**src/rtl/arith_coder_pkg.sv**
```systemverilog
// Shared widths and control-state encoding for the compressed-stream bit feeder.
package arith_coder_pkg;

  localparam int unsigned CODE_W = 16;
  localparam int unsigned CNT_W  = 5;
  localparam int unsigned RES_W  = 32;
  localparam int unsigned FILL_W = 6;

  typedef enum logic {
    PRIME = 1'b0,
    RUN   = 1'b1
  } state_t;

  // Requests beyond one code word consume exactly one code word.
  function automatic logic [CNT_W-1:0] clamp_shift(input logic [CNT_W-1:0] count);
    return (count > CNT_W'(CODE_W)) ? CNT_W'(CODE_W) : count;
  endfunction

endpackage

```
**src/rtl/in_bits_if.sv**
```systemverilog
// Word-in / shift-request / code-out bundle between a stream source and in_bits.
interface in_bits_if;
  import arith_coder_pkg::*;

  logic [CODE_W-1:0] word_in;
  logic              word_valid;
  logic              word_ready;
  logic [CNT_W-1:0]  shift_count;
  logic              shift_valid;
  logic              shift_ready;
  logic              flush;
  logic [CODE_W-1:0] code_out;
  logic              code_valid;

  modport master (
    output word_in, word_valid, shift_count, shift_valid, flush,
    input  word_ready, shift_ready, code_out, code_valid
  );

  modport slave (
    input  word_in, word_valid, shift_count, shift_valid, flush,
    output word_ready, shift_ready, code_out, code_valid
  );

endinterface

```
**src/rtl/bit_reservoir.sv**
```systemverilog
// MSB-aligned 32-bit bit reservoir: consume from the top, append a word below the survivors.
module bit_reservoir
  import arith_coder_pkg::*;
(
  input  logic              clk,
  input  logic              rst_n,
  input  logic              clear,
  input  logic [CNT_W-1:0]  consume,
  input  logic              push,
  input  logic [CODE_W-1:0] word,
  output logic [RES_W-1:0]  res,
  output logic [FILL_W-1:0] fill
);

  logic [RES_W-1:0]  kept;
  logic [RES_W-1:0]  appended;
  logic [FILL_W-1:0] left;

  // Bits below fill are always zero, so an OR places the new word cleanly.
  always_comb begin
    kept     = res << consume;
    left     = fill - FILL_W'(consume);
    appended = {word, CODE_W'(0)} >> left;
  end

  always_ff @(posedge clk or negedge rst_n) begin
    if (!rst_n) begin
      res  <= '0;
      fill <= '0;
    end else if (clear) begin
      res  <= '0;
      fill <= '0;
    end else begin
      res  <= push ? (kept | appended) : kept;
      fill <= left + (push ? FILL_W'(CODE_W) : FILL_W'(0));
    end
  end

endmodule

```
**src/rtl/in_bits.sv**
```systemverilog
// Decoder input stage: primes a 16-bit code register from the stream, then shifts in n bits per request.
module in_bits
  import arith_coder_pkg::*;
(
  input  logic       clk,
  input  logic       rst_n,
  in_bits_if.slave   bus
);

  state_t              state;
  logic [CODE_W-1:0]   code;
  logic                code_v;
  logic [RES_W-1:0]    res;
  logic [FILL_W-1:0]   fill;
  logic [CNT_W-1:0]    n_eff;
  logic [CNT_W-1:0]    consume;
  logic                prime_go;
  logic                shift_go;
  logic                word_go;
  logic [2*CODE_W-1:0] code_cat;

  // Handshakes come from registered fill/state; shift_ready also looks at the request size.
  always_comb begin
    n_eff           = clamp_shift(bus.shift_count);
    bus.word_ready  = (fill <= FILL_W'(CODE_W));
    bus.shift_ready = (state == RUN) && (fill >= FILL_W'(n_eff));
    prime_go        = (state == PRIME) && (fill >= FILL_W'(CODE_W));
    shift_go        = bus.shift_valid && bus.shift_ready;
    word_go         = bus.word_valid && bus.word_ready && !bus.flush;
    consume         = prime_go ? CNT_W'(CODE_W) : (shift_go ? n_eff : CNT_W'(0));
    code_cat        = {code, res[RES_W-1 -: CODE_W]} << n_eff;
  end

  always_ff @(posedge clk or negedge rst_n) begin
    if (!rst_n) begin
      state  <= PRIME;
      code   <= '0;
      code_v <= 1'b0;
    end else if (bus.flush) begin
      state  <= PRIME;
      code_v <= 1'b0;
    end else begin
      code_v <= 1'b0;
      if (prime_go) begin
        code   <= res[RES_W-1 -: CODE_W];
        code_v <= 1'b1;
        state  <= RUN;
      end else if (shift_go) begin
        code   <= code_cat[2*CODE_W-1 -: CODE_W];
        code_v <= 1'b1;
      end
    end
  end

  assign bus.code_out   = code;
  assign bus.code_valid = code_v;

  bit_reservoir u_res (
    .clk     (clk),
    .rst_n   (rst_n),
    .clear   (bus.flush),
    .consume (consume),
    .push    (word_go),
    .word    (bus.word_in),
    .res     (res),
    .fill    (fill)
  );

endmodule
```
**src/flat_wrapper.sv**
```systemverilog
// flat-port wrapper written by rule: the top's interface ports become plain ports
module in_bits_flat import arith_coder_pkg::*;
  (clk, rst_n, bus_word_in, bus_word_valid, bus_shift_count, bus_shift_valid, bus_flush, bus_word_ready, bus_shift_ready, bus_code_out, bus_code_valid);
  in_bits_if bus_i ();
  input  logic clk;
  input  logic rst_n;
  input wire logic [$bits(bus_i.word_in)-1:0] bus_word_in;
  input wire logic [$bits(bus_i.word_valid)-1:0] bus_word_valid;
  input wire logic [$bits(bus_i.shift_count)-1:0] bus_shift_count;
  input wire logic [$bits(bus_i.shift_valid)-1:0] bus_shift_valid;
  input wire logic [$bits(bus_i.flush)-1:0] bus_flush;
  output wire logic [$bits(bus_i.word_ready)-1:0] bus_word_ready;
  output wire logic [$bits(bus_i.shift_ready)-1:0] bus_shift_ready;
  output wire logic [$bits(bus_i.code_out)-1:0] bus_code_out;
  output wire logic [$bits(bus_i.code_valid)-1:0] bus_code_valid;
  assign bus_i.word_in = bus_word_in;
  assign bus_i.word_valid = bus_word_valid;
  assign bus_i.shift_count = bus_shift_count;
  assign bus_i.shift_valid = bus_shift_valid;
  assign bus_i.flush = bus_flush;
  assign bus_word_ready = bus_i.word_ready;
  assign bus_shift_ready = bus_i.shift_ready;
  assign bus_code_out = bus_i.code_out;
  assign bus_code_valid = bus_i.code_valid;
  in_bits u_core (.clk(clk), .rst_n(rst_n), .bus(bus_i));
endmodule
```
**config.mk**
```make
export PLATFORM = sky130hd
export DESIGN_NAME = in_bits_flat
export DESIGN_NICKNAME = d
export VERILOG_FILES = /design/src/rtl/arith_coder_pkg.sv /design/src/rtl/in_bits_if.sv /design/src/rtl/bit_reservoir.sv /design/src/rtl/in_bits.sv /design/src/flat_wrapper.sv
export SDC_FILE = /design/constraint.sdc
export NUM_CORES = 1
export LEC_CHECK = 0
export ABC_AREA = 1
export ABC_CLOCK_PERIOD_IN_PS = 3800
export BUFFER_PORTS_ARGS = -buffer_cell sky130_fd_sc_hd__buf_2
export CAP_MARGIN = 20
export CELL_PAD_IN_SITES_DETAIL_PLACEMENT = 1
export CELL_PAD_IN_SITES_GLOBAL_PLACEMENT = 2
export CORE_MARGIN = 2
export CORE_UTILIZATION = 33
export DETAILED_ROUTE_END_ITERATION = 7
export HOLD_SLACK_MARGIN = 0.15
export PLACE_DENSITY_LB_ADDON = 0.08
export SKIP_CTS_REPAIR_TIMING = 1
export SLEW_MARGIN = 20
export SYNTH_ARGS = -nofsm -noshare
export SYNTH_HDL_FRONTEND = slang
export SYNTH_SLANG_ARGS = --single-unit
```
**constraint.sdc**
```tcl
create_clock -name clk -period 3.8 [get_ports clk]
set_input_delay 0.76 -clock clk [delete_from_list [all_inputs] [get_ports clk]]
set_output_delay 0.76 -clock clk [all_outputs]
set_load 0.02 [all_outputs]
```
# == Word level (Yosys, flattened, before mapping) ==
# Cells that the tools add are included.
# totals
reg_bits,56
inputBits,26
output_inout_bits,19
word_cells,40
# classes
add_sub_neg,2
magnitude_cmp,4
shift,3
n_mux,14
n_bitwise,3
reduce_logical,9
# ops
op,n
$mux W32,2
$shl A32 B5 Y32,2
$mux W16,2
$or A32 B32 Y32,1
$shr A32 B6 Y32,1
$mux W5,4
$add A6 B5 Y6,1
$ge A6 B5 Y1,1
$ge A6 B5 Y1 const B,1
$le A6 B5 Y1 const B,1
$mux W6,1
$sub A6 B5 Y6,1
$gt A5 B5 Y1 const B,1
$logic_and A1 B1 Y1,5
$mux W1,5
$reduce_bool A2 Y1,2
$not A1 Y1,2
$reduce_and A2 Y1,1
$logic_not A1 Y1,1

# == Depth between registers and ports, before layout ==
# Gate-level depths: netlist of the first run.
# depth
ltp_word,12
ltp_mapped,29
depth_no_buf,26

# == Cells and area by module ==
# A second synthesis of the first run with hierarchy kept.
# hier_totals
hier_cells,1278
hier_area_um2,7244.4
# by_module_without_submodules
module,instances,cells_per_inst,area_per_inst_um2,seq_area_each_um2
bit_reservoir,1,785,4539.4,950.9
in_bits,1,493,2705.1,450.4

# == Worst setup path after synthesis of the first run ==
# Ideal clock, no wire load.
# synth_timing
kind,input port to flip-flop
from,in bus_shift_count[3]
to,reg u_core.u_res.res[17]
setup_ns,0.136
arrival_ns,4.216
required_ns,3.664
slack_ns,-0.552
cell_stages,22
n_path_buf,4
path_cell_list,buf_2 > inv_1 > nor2_2 > inv_2 > ha_1 > nand2_1 > nor2_1 > nor2_1 > nand2_1 > nand4_4 > inv_2 > buf_2 > ha_1 > fa_1 > buf_2 > clkbuf_1 > mux2i_1 > mux2i_1 > nand2_1 > o21ai_0 > a22oi_1 > a21oi_1
# synth_between
elab_chain_len,12
elab_cells_between_ends,13
classes_between,add/sub (1); order compare (2); shift (2); mux (5); bitwise (1); reduce/logical (2)
# synth_lines
item,line_no,rtl
"start, declared",flat_wrapper.sv:9,input wire logic [$bits(bus_i.shift_count)-1:0] bus_shift_count;
$gt A5 B5 Y1,arith_coder_pkg.sv:16,return (count > CNT_W'(CODE_W)) ? CNT_W'(CODE_W) : count;
$mux W5 (*),arith_coder_pkg.sv:16,
$ge A6 B5 Y1,in_bits.sv:26,bus.shift_ready = (state == RUN) && (fill >= FILL_W'(n_eff));
$logic_and A1 B1 Y1,in_bits.sv:26,
$logic_and A1 B1 Y1,in_bits.sv:28,shift_go = bus.shift_valid && bus.shift_ready;
$mux W5 (*) (2 in a row),in_bits.sv:30,consume = prime_go ? CNT_W'(CODE_W) : (shift_go ? n_eff : CNT_W'(0));
$sub A6 B5 Y6,bit_reservoir.sv:22,left = fill - FILL_W'(consume);
$shr A32 B6 Y32,bit_reservoir.sv:23,"appended = {word, CODE_W'(0)} >> left;"
$or A32 B32 Y32,bit_reservoir.sv:34,res <= push ? (kept | appended) : kept;
$mux W32 (*),bit_reservoir.sv:34,
$mux W32 (*),bit_reservoir.sv:30,end else if (clear) begin
"end signal, assigned",bit_reservoir.sv:34,
"end, declared",bit_reservoir.sv:11,"output logic [RES_W-1:0] res,"
# Every way passes the cells marked *; elsewhere a longest branch is shown, timed or not.
# A chain may end at the register's enable or synchronous reset.

# == Worst setup path after layout of the first run ==
# layout_timing
from,in bus_shift_count[4]
to,reg u_core.u_res.res[1]
# The elaborated chain is that of the path after synthesis.

==> out/results.tsv, run 1 <==
metric	value	unit
tightest_slew	0.649	ns
max_freq	270	MHz
status	finished clean	
worstPathArrival	3.94	ns
synth-async-reset-ratio	1.00	
grt_use_met1	0.399	
wl_per_cell	20.8	um
via_per_inst	5.60	
cts_tree	built	
p_total	5410	uW
vias	7800	
end_kind	flop	
rows	50	
synth_edf_count	0	
start_util	0.338	
worstSkewPairLatency	0.32	ns
syn_avg_cell_area	5.92	um2
met2_usage	0.472	
pre_cts_ws	-0.355	ns
report.final.hold_viol_count	0	
r2r_start	u_core.u_res.fill[4]	
cts_buffers	5	
dieArea	0.0204	mm2
max_stage_delay	0.26	ns
cp_data_required_time	4.04	ns
power_leakage	0.00379	uW
cts.sinks	56	
finClkSkew	0.0152	ns
clkTransAtPathRegs	0.08	ns
area_growth	24.0	%
multi_input_area	0.00457	mm2
r2r_slack	0.37	ns
yosysWarnings	0	
coreArea	0.0188	mm2
slowest_stage	ha_4	
synthesis.area	0.00635	mm2
period_share	0.975	
drv_slew	0	
diodes	0	
nNetsFinal	1196	
netlist_instances	1073	
cts-root-buf	clkbuf_16	
ir_drop	0.414	mV
grt_pass1_wl	44900	um
synth-seq-area-share	0.221	
power_density	687	mW/mm2
dpl.hpwl	21800	um
worstPathMaxFanout	5	
rr_worst_depth	16	
relSlewSlack	0.567	
synth_area_leader_cell	dfrtp_1	
cts.path.max_buffers	2	
cp_top_family	simple AND/OR/NAND/NOR gates	
finalSetupTns	0	ns
io_buffer_count	44	
ctsHtreeMaxLevel	2	
busiest_layer	met2	
startpoint_type	primary input	
stdcell_count	1393	
fin_ws	0.0936	ns
drive_gt1_frac	0.218	
hold_path_class	in2async	
synth_common_cells	nand2_1, nand3_1, o21ai_0	
wl	28900	um
grt_max_degree	49	
track_usage	0.286	
rsz0062_at_grt	yes	
seqCellArea	0.00140	mm2
post-synth-top-count-cell	nand2_1	
period_minus_slack	3.71	ns
synth_top_area_share	0.221	
gp_congestion	0.854	
synth_cell_types	44	
rr_endpoint	u_core.u_res.res[2]	
drc	0	
synth_nets	1111	
placed_area	0.00734	mm2
num_io_pins	45	
synthTopCellsByArea	dfrtp_1, nand2_1, nand3_1, o21ai_0, inv_1	
dieWidth	143	um
setup_viol	0	
grt.overflow.total	0	
antenna_found_initial	0	
ant_nets	0	
maxCapViolCount	0	
grt_pass1_vias	7764	
critPathBufInv	7	
synth_top_flop_cell	dfrtp_1	
final_area	0.00787	mm2
drt-initial-drc-count	592	
firstDrtPassIters	5	
n_fill_cell	2563	
grt.met3_usage	0.0366	
die_h	143	um
ys_ff_latch	56	
path_class	in2reg	
dpl.cell_count	1372	
-- layout make-up --
class | instances | area share
clock inverter | 1 | 0.00381
tap | 234 | 0.0372
sequential | 56 | 0.178
timing repair inverter | 1 | 0.000636
multi-input combinational | 856 | 0.581
timing repair buffer | 147 | 0.133
inverter | 91 | 0.0475
clock buffer | 7 | 0.0194
-- placed cells by master, fill, tap and decap left out, drive strengths merged, types with 11 or more instances in the layout --
master  synthesis  final
a21oi          52     52
buf            47    147
dfrtp          56     56
ha             11     11
inv            90     87
mux2i          17     17
nand2         315    315
nand3         221    221
nand4          12     12
nor2           54     54
o211ai         15     15
o21ai         114    114
-- cell families after synthesis --
kind of cell	Yosys count	share of synthesized area
adders and majority gates	12	0.0248
buffers and inverters	161	0.110
muxes	17	0.0268
DFF	56	0.221
xor gates and xnor gates	4	0.00552
and+or+nand+nor	610	0.425
AOI/OAI and AO/OA	213	0.187
-- metal layers --
metal | share of wire | wire (um) | vias to the layer above
li1 | - | - | 3795
met1 | 0.47 | 13700 | 3806
met2 | 0.47 | 13600 | 172
met3 | 0.037 | 1060 | 27
met4 | 0.020 | 576 | 0
met5 | 0 | 0 | -
-- worst max path at each step --
stage / startpoint / end / cells past startpoint
3_5_place_dp: bus_shift_count[4] / u_core.u_res.res[6] / 23
2_1_floorplan: bus_shift_count[3] / u_core.u_res.res[7] / 25
4_1_cts: bus_shift_count[4] / u_core.u_res.res[6] / 23
6_report: bus_shift_count[4] / u_core.u_res.res[1] / 25
5_1_grt: bus_shift_count[4] / u_core.u_res.res[16] / 25
3_3_place_gp: bus_shift_count[4] / u_core.u_res.res[6] / 21
-- flip-flops by register name (all words and copies together) (netlist names) --
name,flops
u_core.bus.code_out,16
u_core.u_res.fill,6
u_core.u_res.res,32
u_core.bus.code_valid,1
u_core.state,1
-- stage by stage --
stage	hold slack, ns	util
3_3_place_gp	0.542	0.391
6_report	0.405	0.419
5_1_grt	0.438	0.419
2_1_floorplan	0.464	-
4_1_cts	0.422	0.401
3_5_place_dp	0.557	0.391
-- power by group --
part	leakage (uW)	total [uW]	internal (uW)	switching, uW
Combinational	0.00296	3760	1400	2360
Sequential	0.000741	1050	796	258
Clock	0.0000901	595	349	246
Note: power is estimated with default switching activity, not from simulation.
==> run 2, diff against run 1 <==
--- a/config.mk
+++ b/config.mk
@@ -11,11 +11,12 @@
 export CAP_MARGIN = 20
 export CELL_PAD_IN_SITES_DETAIL_PLACEMENT = 1
 export CELL_PAD_IN_SITES_GLOBAL_PLACEMENT = 2
-export CORE_MARGIN = 2
+export CORE_MARGIN = 8
 export CORE_UTILIZATION = 33
 export DETAILED_ROUTE_END_ITERATION = 7
 export HOLD_SLACK_MARGIN = 0.15
 export PLACE_DENSITY_LB_ADDON = 0.08
+export SETUP_SLACK_MARGIN = 0.5
 export SKIP_CTS_REPAIR_TIMING = 1
 export SLEW_MARGIN = 20
 export SYNTH_ARGS = -nofsm -noshare
==> out/results.tsv, run 2 (synthesis results as in run 1) <==
metric	value	unit
rr_worst_depth	17	
cts_tree	built	
period_share	0.966	
setup_viol	0	
whs	0.453	ns
path_class	in2reg	
drt-initial-drc-count	531	
worstPathMaxFanout	5	
ir_drop	0.343	mV
die_h	155	um
cp_top_family	adder cells	
start_util	0.338	
grt_max_degree	49	
io_buffer_count	44	
coreArea	0.0188	mm2
maxCapViolCount	0	
finClkSkew	0.0127	ns
power_density	682	mW/mm2
grt_pass1_wl	44700	um
rows	50	
ctsHtreeMaxLevel	2	
p_switching	2930	uW
p_clk_frac	0.104	
wl	28900	um
clkTransAtPathRegs	0.09	ns
cp_data_required_time	3.99	ns
cts-root-buf	clkbuf_16	
relSlewSlack	0.584	
area_growth	27.6	%
track_usage	0.237	
cts_buffers	5	
drc	0	
vias	7822	
report.final.hold_viol_count	0	
antenna_found_initial	0	
drv_slew	0	
cp_cell_sequence	buf_8 -> buf_12 -> nor2_4 -> inv_4 -> ha_4 -> nand2_4 -> nor2_4 -> nor2_4 -> nand2_2 -> nand4_4 -> inv_4 -> ha_4 -> fa_2 -> buf_8 -> mux2i_4 -> o21ai_1 -> buf_4 -> nand2_2 -> nand3_2 -> o211ai_1 -> a21oi_1	
p_sw_frac	0.530	
cts.sinks	56	
diodes	0	
dpl.hpwl	21600	um
dieWidth	155	um
power.share.sequential	0.189	
end_kind	flop	
worstSkewPairLatency	0.32	ns
layout_common_cells	nand2_1, nand3_1, buf_4	
critPathBufInv	6	
top_register	u_core.u_res.res	
grt.overflow.total	0	
gp_congestion	0.899	
via_per_inst	5.60	
intPower	2600	uW
worst-path-stages	21	
finalSetupTns	0	ns
cp_common_cell	nor2_4	
slowest_stage	fa_2	
grt_pass1_vias	7867	
dieArea	0.0239	mm2
max_stage_delay	0.68	ns
wl_per_cell	20.7	um
nNetsFinal	1200	
drive_gt1_frac	0.245	
rsz0062_at_grt	yes	
hold_path_class	in2async	
combPwrFrac	0.706	
r2r_slack	0.31	ns
firstDrtPassIters	5	
cts.path.max_buffers	2	
layout_commonest_cell	nand2_1	
max_freq	273	MHz
startpoint_type	primary input	
tightest_slew	0.617	ns
ant_nets	0	
largest_reg_flops	32	
status	finished clean	
period_minus_slack	3.67	ns
power_leakage	0.00382	uW
worstPathArrival	3.86	ns
num_io_pins	45	
## run 2: worst register-to-register path, delay by kind of cell, from the launching register on
| kind | cells | cell delay (ns) |
|---|---|---|
| AO/OA/AOI/OAI | 3 | 0.42 |
| adder cells (fa/ha/maj) | 3 | 1.20 |
| buffers and inverters | 3 | 0.38 |
| flip-flops | 1 | 0.47 |
| multiplexers | 1 | 0.26 |
| AND/OR/NAND/NOR | 7 | 0.66 |
## run 2: routing by layer
metal  part of all wire  GRT usage
met3              0.042     0.0312
met5                  0          0
met4              0.024     0.0677
met2               0.47      0.381
met1               0.47      0.325
## run 2: final timing paths
path / to / startpoint
max: u_core.u_res.res[12] / bus_shift_count[4]
min: u_core.bus.code_out[10] / rst_n
max reg2reg: u_core.u_res.res[12] / u_core.u_res.fill[4]
min reg2reg: u_core.bus.code_out[7] / u_core.bus.code_out[7]
max in group asynchronous: u_core.u_res.res[30] / rst_n
min in group clk: u_core.bus.code_out[7] / u_core.bus.code_out[7]
## run 2: final cells by class
type / count / area (um2)
timing repair buffer: 152 / 1120
tap: 234 / 293
clock buffer: 5 / 125
sequential: 56 / 1400
multi-input combinational: 856 / 4750
inverter: 91 / 370
clock inverter: 3 / 42.5
fill: 2529 / 10700
## run 2: power groups by stage
stage	registers [uW]	logic [uW]	clock network (uW)
after floorplan	1050	2040	0
after global placement	1050	3270	0
after detailed placement	1050	3310	0
after CTS	1040	3330	589
after global routing	1070	4250	606
final	1050	3900	577
## run 2: metrics by stage
| step | instance area, um2 | setup WS, ns | utilization | instances | power [uW] |
|---|---|---|---|---|---|
| 2_1_floorplan | 6590 | -0.0338 | - | 1073 | 3090 |
| 3_3_place_gp | 7350 | -0.325 | 0.392 | 1372 | 4320 |
| 5_1_grt | 8100 | -0.0447 | 0.432 | 1397 | 5920 |
| 3_5_place_dp | 7350 | -0.354 | 0.392 | 1372 | 4360 |
| 4_1_cts | 7520 | -0.0429 | 0.401 | 1380 | 4950 |
| 6_report | 8100 | 0.131 | 0.432 | 1397 | 5520 |
==> run 3, diff against run 2 <==
--- a/config.mk
+++ b/config.mk
@@ -10,13 +10,14 @@
 export BUFFER_PORTS_ARGS = -buffer_cell sky130_fd_sc_hd__buf_2
 export CAP_MARGIN = 20
 export CELL_PAD_IN_SITES_DETAIL_PLACEMENT = 1
-export CELL_PAD_IN_SITES_GLOBAL_PLACEMENT = 2
+export CELL_PAD_IN_SITES_GLOBAL_PLACEMENT = 1
 export CORE_MARGIN = 8
-export CORE_UTILIZATION = 33
+export CORE_UTILIZATION = 44
+export CTS_BUF_LIST = sky130_fd_sc_hd__clkbuf_8
 export DETAILED_ROUTE_END_ITERATION = 7
 export HOLD_SLACK_MARGIN = 0.15
 export PLACE_DENSITY_LB_ADDON = 0.08
-export SETUP_SLACK_MARGIN = 0.5
+export SETUP_SLACK_MARGIN = 0.02
 export SKIP_CTS_REPAIR_TIMING = 1
 export SLEW_MARGIN = 20
 export SYNTH_ARGS = -nofsm -noshare
==> out/results.tsv, run 3 (synthesis results as in run 1) <==
metric	value	unit
track_usage	0.287	
end_kind	flop	
largest_reg_flops	32	
dieArea	0.0185	mm2
maxCapViolCount	0	
cts_buffers	5	
dpl.hpwl	20400	um
startpoint_type	primary input	
wl	27000	um
report.final.hold_viol_count	0	
cp_data_required_time	4.09	ns
clkTransAtPathRegs	0.13	ns
grt.overflow.total	0	
start_util	0.444	
firstDrtPassIters	5	
hold_path_class	in2async	
gp_congestion	0.938	
vias	7996	
tightest_slew	0.602	ns
period_minus_slack	3.73	ns
coreArea	0.0143	mm2
path_class	in2reg	
layout_commonest_cell	nand2_1	
antenna_found_initial	0	
wl_per_cell	20.4	um
cts.sinks	56	
ant_nets	0	
grt_max_degree	49	
slowest_stage	ha_1	
finClkSkew	0.0227	ns
cp_cell_sequence	buf_2 -> inv_2 -> nor2_4 -> inv_2 -> ha_1 -> nand2_1 -> nor2_1 -> nand2_2 -> a21oi_4 -> nand2_2 -> nor2_4 -> inv_2 -> ha_4 -> a21oi_2 -> nand2_1 -> nand2_1 -> nand2_1 -> a21oi_2 -> xor2_2 -> nand2_1 -> nor2_4 -> buf_4 -> nand2_1 -> a21oi_1	
fin_ws	0.0681	ns
max_freq	268	MHz
cts_tree	built	
drc	0	
cp_common_cell	nand2_1	
worstPathMaxFanout	8	
r2r_slack	0.24	ns
num_io_pins	45	
power_density	665	mW/mm2
ctsHtreeMaxLevel	2	
area_growth	18.3	%
rr_worst_depth	16	
worstPathArrival	4.02	ns
rr_endpoint	u_core.u_res.res[22]	
via_per_inst	6.06	
drt-initial-drc-count	796	
r2r_start	u_core.u_res.fill[4]	
relSlewSlack	0.597	
grt_pass1_vias	7866	
worstSkewPairLatency	0.35	ns
io_buffer_count	44	
power_leakage	0.00361	uW
diodes	0	
cts-root-buf	clkbuf_8	
rows	44	
cts.path.max_buffers	2	
pre_cts_ws	-0.403	ns
grt_pass1_wl	41900	um
whs	0.334	ns
setup_viol	0	
ir_drop	0.352	mV
top_register	u_core.u_res.res	
period_share	0.982	
drv_slew	0	
nNetsFinal	1173	
layout_common_cells	nand2_1, nand3_1, o21ai_0	
die_h	136	um
drive_gt1_frac	0.192	
dieWidth	136	um
status	finished clean	
max_stage_delay	0.29	ns
p_total	5000	uW
## run 3: final cells by class
class / instances / area, um2
Timing Repair Buffer: 125 / 891
Sequential cell: 56 / 1400
Fill cell: 2035 / 6800
Clock buffer: 5 / 68.8
Tap cell: 184 / 230
Multi-Input combinational cell: 856 / 4540
Clock inverter: 3 / 21.3
Inverter: 91 / 364
## run 3: routing by layer
metal	vias up	wire (um)	track usage
met5	-	0	0
met4	0	876	0.0952
met3	63	1820	0.0521
met2	297	12400	0.454
met1	3878	11900	0.386
li1	3758	-	-
## run 3: worst max-delay path by stage
stage	from	endpoint	slack (ns)	cells after the start
after floorplan	bus_shift_count[3]	u_core.u_res.res[7]	-0.04	25
after global placement	bus_shift_count[4]	u_core.u_res.res[2]	-0.36	22
after detailed placement	bus_shift_count[4]	u_core.u_res.res[17]	-0.40	22
after CTS	bus_shift_count[4]	u_core.u_res.res[17]	-0.08	22
after global routing	bus_shift_count[2]	u_core.u_res.res[30]	-0.14	26
final	bus_shift_count[2]	u_core.u_res.res[0]	0.07	24
## run 3: power by group
part	internal [uW]	switching, uW	total (uW)
clock	132	235	367
sequential	796	248	1040
combinational	1270	2320	3590
## run 3: critical path: cells and delay by family
| family | cells | cell delay (ns) |
|---|---|---|
| buffers and inverters | 5 | 0.37 |
| and+or+nand+nor | 12 | 1.44 |
| AOI/OAI and AO/OA | 4 | 0.64 |
| adders and majority gates | 2 | 0.54 |
| xor gates and xnor gates | 1 | 0.23 |
## run 3: through the flow
stage          cell area [um2]  std cells   util  setup TNS (ns)
6_report                  7510       1320  0.525               0
2_1_floorplan             6590       1073      -          -0.380
4_1_cts                   7310       1319  0.510          -0.429
3_3_place_gp              7220       1311  0.504           -6.41
3_5_place_dp              7220       1311  0.504           -9.70
5_1_grt                   7510       1320  0.525           -2.59
